`src/rtl/router_dest_reader.sv`:
```
// router_dest_reader
//   Destination-side consumer for one router output FIFO. Pulls one packet
//   at a time through the FIFO read handshake (header, payload, parity),
//   reports the header fields, streams payload bytes out, checks parity and
//   flags completion or abort.
//
//   Packet: {len[5:0], addr[1:0]}, len payload bytes, parity byte equal to
//   the XOR of the header and every payload byte.
//
// Ports
//   clk, resetn         clock (rising edge), asynchronous active-low reset
//   soft_reset          synchronous flush/abort from the router timeout
//   valid_out           FIFO non-empty
//   data_out[7:0]       FIFO read data, valid the cycle after an accepted read
//   read_enb            FIFO read request (combinational)
//   busy                high whenever the reader is not IDLE
//   hdr_valid           one-cycle pulse with hdr_len / hdr_addr updated
//   hdr_len, hdr_addr   header fields, held until the next header
//   byte_valid          one-cycle pulse per payload byte on byte_data
//   pkt_done            one-cycle pulse on parity byte, parity_err qualified
//   pkt_abort           one-cycle pulse when soft_reset kills a packet
module router_dest_reader #(
    parameter int START_DELAY = 2
) (
    input  logic       clk,
    input  logic       resetn,
    input  logic       soft_reset,
    input  logic       valid_out,
    input  logic [7:0] data_out,
    output logic       read_enb,
    output logic       busy,
    output logic       hdr_valid,
    output logic [5:0] hdr_len,
    output logic [1:0] hdr_addr,
    output logic       byte_valid,
    output logic [7:0] byte_data,
    output logic       pkt_done,
    output logic       parity_err,
    output logic       pkt_abort
);

    typedef enum logic [2:0] {IDLE, DELAY, HDR_RD, HDR_CAP, BODY} state_t;

    localparam logic [4:0] DLY_INIT = 5'(START_DELAY);

    state_t     state_q, state_d;
    logic [4:0] dly_q, dly_d;
    logic [6:0] issue_q, issue_d;   // reads still to issue in BODY
    logic [6:0] recv_q, recv_d;     // bytes still to receive in BODY
    logic [7:0] acc_q, acc_d;       // running parity
    logic       got_q, got_d;       // data_out carries a sampled byte
    logic       hdr_valid_q, hdr_valid_d;
    logic [5:0] hdr_len_q, hdr_len_d;
    logic [1:0] hdr_addr_q, hdr_addr_d;
    logic       byte_valid_q, byte_valid_d;
    logic [7:0] byte_data_q, byte_data_d;
    logic       pkt_done_q, pkt_done_d;
    logic       parity_err_q, parity_err_d;
    logic       pkt_abort_q, pkt_abort_d;
    logic       rd;

    always_comb begin
        state_d      = state_q;
        dly_d        = dly_q;
        issue_d      = issue_q;
        recv_d       = recv_q;
        acc_d        = acc_q;
        hdr_len_d    = hdr_len_q;
        hdr_addr_d   = hdr_addr_q;
        byte_data_d  = byte_data_q;
        hdr_valid_d  = 1'b0;
        byte_valid_d = 1'b0;
        pkt_done_d   = 1'b0;
        parity_err_d = 1'b0;
        pkt_abort_d  = 1'b0;
        rd           = 1'b0;

        case (state_q)
            IDLE: begin
                if (valid_out) begin
                    if (START_DELAY == 0) begin
                        state_d = HDR_RD;
                    end else begin
                        dly_d   = DLY_INIT;
                        state_d = DELAY;
                    end
                end
            end
            DELAY: begin
                if (dly_q <= 5'd1) begin
                    dly_d   = 5'd0;
                    state_d = HDR_RD;
                end else begin
                    dly_d = dly_q - 5'd1;
                end
            end
            HDR_RD: begin
                rd = 1'b1;
                if (valid_out) state_d = HDR_CAP;
            end
            HDR_CAP: begin
                // Header byte is on data_out now; len+1 covers payload plus parity.
                hdr_len_d   = data_out[7:2];
                hdr_addr_d  = data_out[1:0];
                acc_d       = data_out;
                hdr_valid_d = 1'b1;
                issue_d     = {1'b0, data_out[7:2]} + 7'd1;
                recv_d      = {1'b0, data_out[7:2]} + 7'd1;
                state_d     = BODY;
            end
            BODY: begin
                rd = (issue_q != 7'd0);
                if (rd && valid_out) issue_d = issue_q - 7'd1;
                if (got_q) begin
                    recv_d = recv_q - 7'd1;
                    if (recv_q > 7'd1) begin
                        byte_valid_d = 1'b1;
                        byte_data_d  = data_out;
                        acc_d        = acc_q ^ data_out;
                    end else begin
                        pkt_done_d   = 1'b1;
                        parity_err_d = (acc_q != data_out);
                        state_d      = IDLE;
                    end
                end
            end
            default: state_d = IDLE;
        endcase

        // Flush overrides everything; any byte in flight is dropped.
        if (soft_reset) begin
            rd           = 1'b0;
            state_d      = IDLE;
            dly_d        = 5'd0;
            issue_d      = 7'd0;
            recv_d       = 7'd0;
            acc_d        = 8'd0;
            hdr_valid_d  = 1'b0;
            byte_valid_d = 1'b0;
            pkt_done_d   = 1'b0;
            parity_err_d = 1'b0;
            pkt_abort_d  = (state_q != IDLE);
        end

        got_d = rd && valid_out;
    end

    always_ff @(posedge clk or negedge resetn) begin
        if (!resetn) begin
            state_q      <= IDLE;
            dly_q        <= 5'd0;
            issue_q      <= 7'd0;
            recv_q       <= 7'd0;
            acc_q        <= 8'd0;
            got_q        <= 1'b0;
            hdr_valid_q  <= 1'b0;
            hdr_len_q    <= 6'd0;
            hdr_addr_q   <= 2'd0;
            byte_valid_q <= 1'b0;
            byte_data_q  <= 8'd0;
            pkt_done_q   <= 1'b0;
            parity_err_q <= 1'b0;
            pkt_abort_q  <= 1'b0;
        end else begin
            state_q      <= state_d;
            dly_q        <= dly_d;
            issue_q      <= issue_d;
            recv_q       <= recv_d;
            acc_q        <= acc_d;
            got_q        <= got_d;
            hdr_valid_q  <= hdr_valid_d;
            hdr_len_q    <= hdr_len_d;
            hdr_addr_q   <= hdr_addr_d;
            byte_valid_q <= byte_valid_d;
            byte_data_q  <= byte_data_d;
            pkt_done_q   <= pkt_done_d;
            parity_err_q <= parity_err_d;
            pkt_abort_q  <= pkt_abort_d;
        end
    end

    assign read_enb   = rd;
    assign busy       = (state_q != IDLE);
    assign hdr_valid  = hdr_valid_q;
    assign hdr_len    = hdr_len_q;
    assign hdr_addr   = hdr_addr_q;
    assign byte_valid = byte_valid_q;
    assign byte_data  = byte_data_q;
    assign pkt_done   = pkt_done_q;
    assign parity_err = parity_err_q;
    assign pkt_abort  = pkt_abort_q;

endmodule
```
`config.mk`:
```
export PLATFORM = sky130hd
export DESIGN_NAME = router_dest_reader
export DESIGN_NICKNAME = d
export VERILOG_FILES = /design/src/rtl/router_dest_reader.sv
export SDC_FILE = /design/constraint.sdc
export NUM_CORES = 1
export LEC_CHECK = 0
export ABC_AREA = 1
export CAP_MARGIN = 20
export CORE_MARGIN = 5
export CORE_UTILIZATION = 56
export DETAILED_ROUTE_END_ITERATION = 12
export PLACE_DENSITY = 0.8
export SETUP_SLACK_MARGIN = 0.5
export SKIP_CTS_REPAIR_TIMING = 1
export SYNTH_ARGS = -nofsm -noshare
export SYNTH_HDL_FRONTEND = slang
export SYNTH_SLANG_ARGS = --single-unit
```
`constraint.sdc`:
```
create_clock -name clk -period 1.78 [get_ports clk]
set_clock_uncertainty 0.1 [all_clocks]
set_input_delay 0.356 -clock clk [delete_from_list [all_inputs] [get_ports clk]]
set_output_delay 0.356 -clock clk [all_outputs]
set_load 0.05 [all_outputs]
```
==> results of run 1 <==
## stage by stage
step	hold slack, ps	power, uW	utilization, %	instance area [um^2]
after floorplan	-39.59	3253	-	2999
after global placement	268.1	3815	68.50	3498
after detailed placement	270.6	3866	68.50	3498
after CTS	-65.44	4549	70.24	3587
after global routing	323.4	6198	91.08	4652
final	302.2	5965	91.08	4652
## area by class of cell
class | instances | area share (%)
Multi-Input combinational cell | 262 | 40.80
Clock buffer | 6 | 1.560
Sequential cell | 52 | 28.13
Tap cell | 70 | 1.883
Clock inverter | 2 | 0.3497
Inverter | 38 | 3.819
Timing Repair Buffer | 101 | 23.45
## state kept, by name, indices dropped and copies added (netlist names), 2 cells and up
register,cells
recv_q,7
byte_data,8
state_q,3
issue_q,7
hdr_addr,2
dly_q,5
hdr_len,6
acc_q,8
## synthesized netlist by cell type, types with 2 or more instances
cell,number,share of area (%)
o211ai_1,2,0.51
a21oi_1,12,2.0
nand4_1,13,2.8
clkbuf_1,4,0.51
o21a_1,8,2.0
nand2_2,4,0.85
nand2_4,2,0.77
nand3_1,31,5.3
xnor2_1,10,3.0
dfrtp_1,52,44
buf_2,5,0.85
nor2_1,22,2.8
o21ai_1,3,0.51
xor2_1,4,1.2
buf_6,2,0.77
inv_1,33,4.2
ha_1,7,3.0
o21ai_0,32,5.4
nor2_2,5,1.1
nand2_1,89,11
inv_2,5,0.64
o21ai_2,7,2.1
## power groups by stage
stage	Sequential (uW)	Clock, uW	Combinational (uW)
3_5_place_dp	1690	0	2180
2_1_floorplan	2090	0	1170
6_report	1790	700	3470
4_1_cts	1670	688	2190
3_3_place_gp	1690	0	2130
5_1_grt	1820	745	3640
## path summary, 6_finish.rpt
kind / end / cells after the start / startpoint
setup / recovery: read_enb / 6 / state_q[0]$_DFFE_PN0P_
setup reg to reg: issue_q[6]$_DFFE_PN0P_ / 8 / issue_q[2]$_DFFE_PN0P_
hold reg to reg: byte_data[1]$_DFFE_PN0P_ / 1 / byte_data[1]$_DFFE_PN0P_
min in group asynchronous: issue_q[5]$_DFFE_PN0P_ / 3 / resetn
max in group asynchronous: recv_q[4]$_DFFE_PN0P_ / 3 / resetn
hold / removal: hdr_valid$_DFF_PN0_ / 2 / soft_reset
## layout by cell type (no fill, tap or decap), drive strengths merged
master / count
a21oi: 13
buf: 87
clkbuf: 9
clkdlybuf4s50: 6
clkinv: 3
clkinvlp: 1
dfrtp: 52
dlygate4sd3: 1
dlymetal6s2s: 4
ha: 7
inv: 36
nand2: 96
nand3: 33
nand3b: 1
nand4: 13
nor2: 28
nor3: 2
o211ai: 2
o21a: 8
o21ai: 42
o21bai: 1
o22ai: 1
or2: 1
xnor2: 10
xor2: 4
## routing by layer
metal,vias to the layer above,wire length [um],global-route usage (%),share of wire [%]
met3,78,1228,3.688,10
met2,315,5883,35.02,49
met1,1635,4175,28.29,35
li1,1391,-,-,-
met4,0,709,5.482,5.9
met5,-,0,0,0
## worst register-to-register path: stages, from the launching register on
cell,delay [ps]
dfrtp_1,460
nor2_1,300
nand3_2,160
buf_4,170
nand2_2,90
a21oi_4,60
buf_4,160
nand3_1,130
nand2_1,110
## kinds of logic after synthesis
logic type / after synthesis
buffers and inverters: 51
xor gates and xnor gates: 14
DFF: 52
adders and majority gates: 7
and+or+nand+nor: 173
AOI/OAI and AO/OA: 67
==> qor.csv, run 1 <==
stage,metric,value,unit
pwr,Pint,3132,uW
outcome,status,"finished, violations left",
routing,Avg WL per Cell,22.59,um
setup_path,slowest cell on the critical path,dfrtp_2,
sta,Final Hold Viols,0,
placement,placed insts,480,
worst_hold_path,Hold WC Path Type,input port to register,
setup_path,CP cell instances,nor2_4 -> inv_2 -> nor2_1 -> nand2_2 -> nand2_4 -> buf_12,
pwr,P_sw,2833,uW
synth,XOR/XNOR Fraction of Synth Area,4.168,%
clocking,CTS tree,done,
clocking,latest clock arrival within the worst-skew pair,310,ps
placement,Setup WS pre-CTS,-174.0,ps
synth,"Primary FF master, synth",dfrtp_1,
synth,Yosys reg bits,52,
setup_path,CP arrival,1580,ps
global_route,initial antenna violation count,0,
outcome,failing checks,setup timing,
synth,Post-synth ARST share,100.0,%
routing,vias post-DR,3419,
sta,Worst-Margin Slew,370.0,ps
synth,"Avg Cell Area, Syn",8.081,um^2
sta,RSZ-0062 raised after global routing,yes,
run,max cap viols,0,
sta,Slew headroom,75.30,%
layout,layout cells sized above 1,46.20,%
placement,port bufs,34,
synth,Syn Inst Count,364,
routing,DRT Wirelength,12000,um
sta,Finish-stage setup viols,9,
routing,DR pass1 iterations,5,
setup_path,WP data required,1320,ps
setup_path,worst reg2reg setup slack,-70,ps
setup_path,worst setup path category,register to output pin,
setup_path,Critical Path Fanout Max,4,
clocking,Longest Clk Path Bufs,2,
synth,post-synthesis simple-gate area fraction,27.18,%
global_route,vias in the first global route,2433,
global_route,largest net degree at the start of global routing,53,
sta,Fmax,491.9,MHz
synth,area fraction in compound gates after synthesis,13.65,%
pwr,Clk pwr share,11.7,%
synth,main combinational cell family by area after synthesis,simple AND/OR/NAND/NOR gates,
clocking,H-tree lvl count,2,
pwr,Lkg Pwr,0.002207,uW
global_route,GRT Total Usage,21.02,%
setup_path,"Buf+Inv Stages, Crit Path",2,
routing,Final ANT Viol Nets,0,
die,Die Y,82.48,um
die,Die ar.,6802,um^2
die,core area,5107,um^2
synth,mux cell area share after synthesis,0,%
die,Initial Util,57.59,%
sta,setup TNS,-494.8,ps
layout,layout net count,479,
die,die width,82.48,um
synth,Netlist cell types,34,
placement,hpwl dp,4701,um
sta,Tmin final,2033,ps
die,FP Rows,26,
synth,"EDFF count, synth",0,
setup_path,Worst path max stage delay,500,ps
global_route,GRT overflow,0,
layout,footprint of the multi-input gates,1898,um^2
die,# IOs,35,
setup_path,CP Capture Type,output pin,
sta,setup ws final,-253.0,ps
sta,"Slew Viols, Final",0,
clocking,Num CTS Buffers,5,
synth,syn nets,383,
global_route,first-pass GRT wire length,10980,um
sta,Tcrit/Tclk final,114.2,%
layout,fill count,187,
synth,synth warn,0,
synth,Synth Area in Adders,2.977,%
routing,drt first-iter violations,398,
routing,vias per inst,6.439,
layout,Register Area,1309,um^2
synth,post-synth design cell area,2942,um^2
layout,n_diodes,0,
layout,area added between synthesis and finish,58.15,%
clocking,Sink Count,52,
pwr,sequential fraction of design power,30.1,%
layout,Post-Layout Cell Count,531,
routing,final routed DRC violation total,0,
setup_path,"delay-heaviest family, CP",simple AND/OR/NAND/NOR gates,
pwr,Peak supply drop,1052,uV
setup_path,startpoint types,register,
pwr,power density cells,1282,nW/um^2
placement,RePlAce Congestion,0.8909,
clocking,clock root cell,clkbuf_8,
pwr,switching part of the total,47.50,%
clocking,clk slew on worst S/H paths,100,ps
pwr,Combinational Power Share,58.2,%
synth,sequential share of the synthesized area,44.24,%
Power figures use the tool's default switching activity.
==> run 2: changes to the inputs <==
--- a/config.mk
+++ b/config.mk
@@ -9,6 +9,7 @@
 export CAP_MARGIN = 20
 export CORE_MARGIN = 5
 export CORE_UTILIZATION = 56
+export CTS_CLUSTER_SIZE = 8
 export DETAILED_ROUTE_END_ITERATION = 12
 export PLACE_DENSITY = 0.8
 export SETUP_SLACK_MARGIN = 0.5
==> results of run 2 <==
No change in the layout: final DEF, timing and power equal those of run 1.
==> run 3: changes to the inputs <==
--- a/config.mk
+++ b/config.mk
@@ -6,6 +6,7 @@
 export NUM_CORES = 1
 export LEC_CHECK = 0
 export ABC_AREA = 1
+export ABC_CLOCK_PERIOD_IN_PS = 1780
 export CAP_MARGIN = 20
 export CORE_MARGIN = 5
 export CORE_UTILIZATION = 56
==> results of run 3 <==
No change in the layout: final DEF, timing and power equal those of run 1.
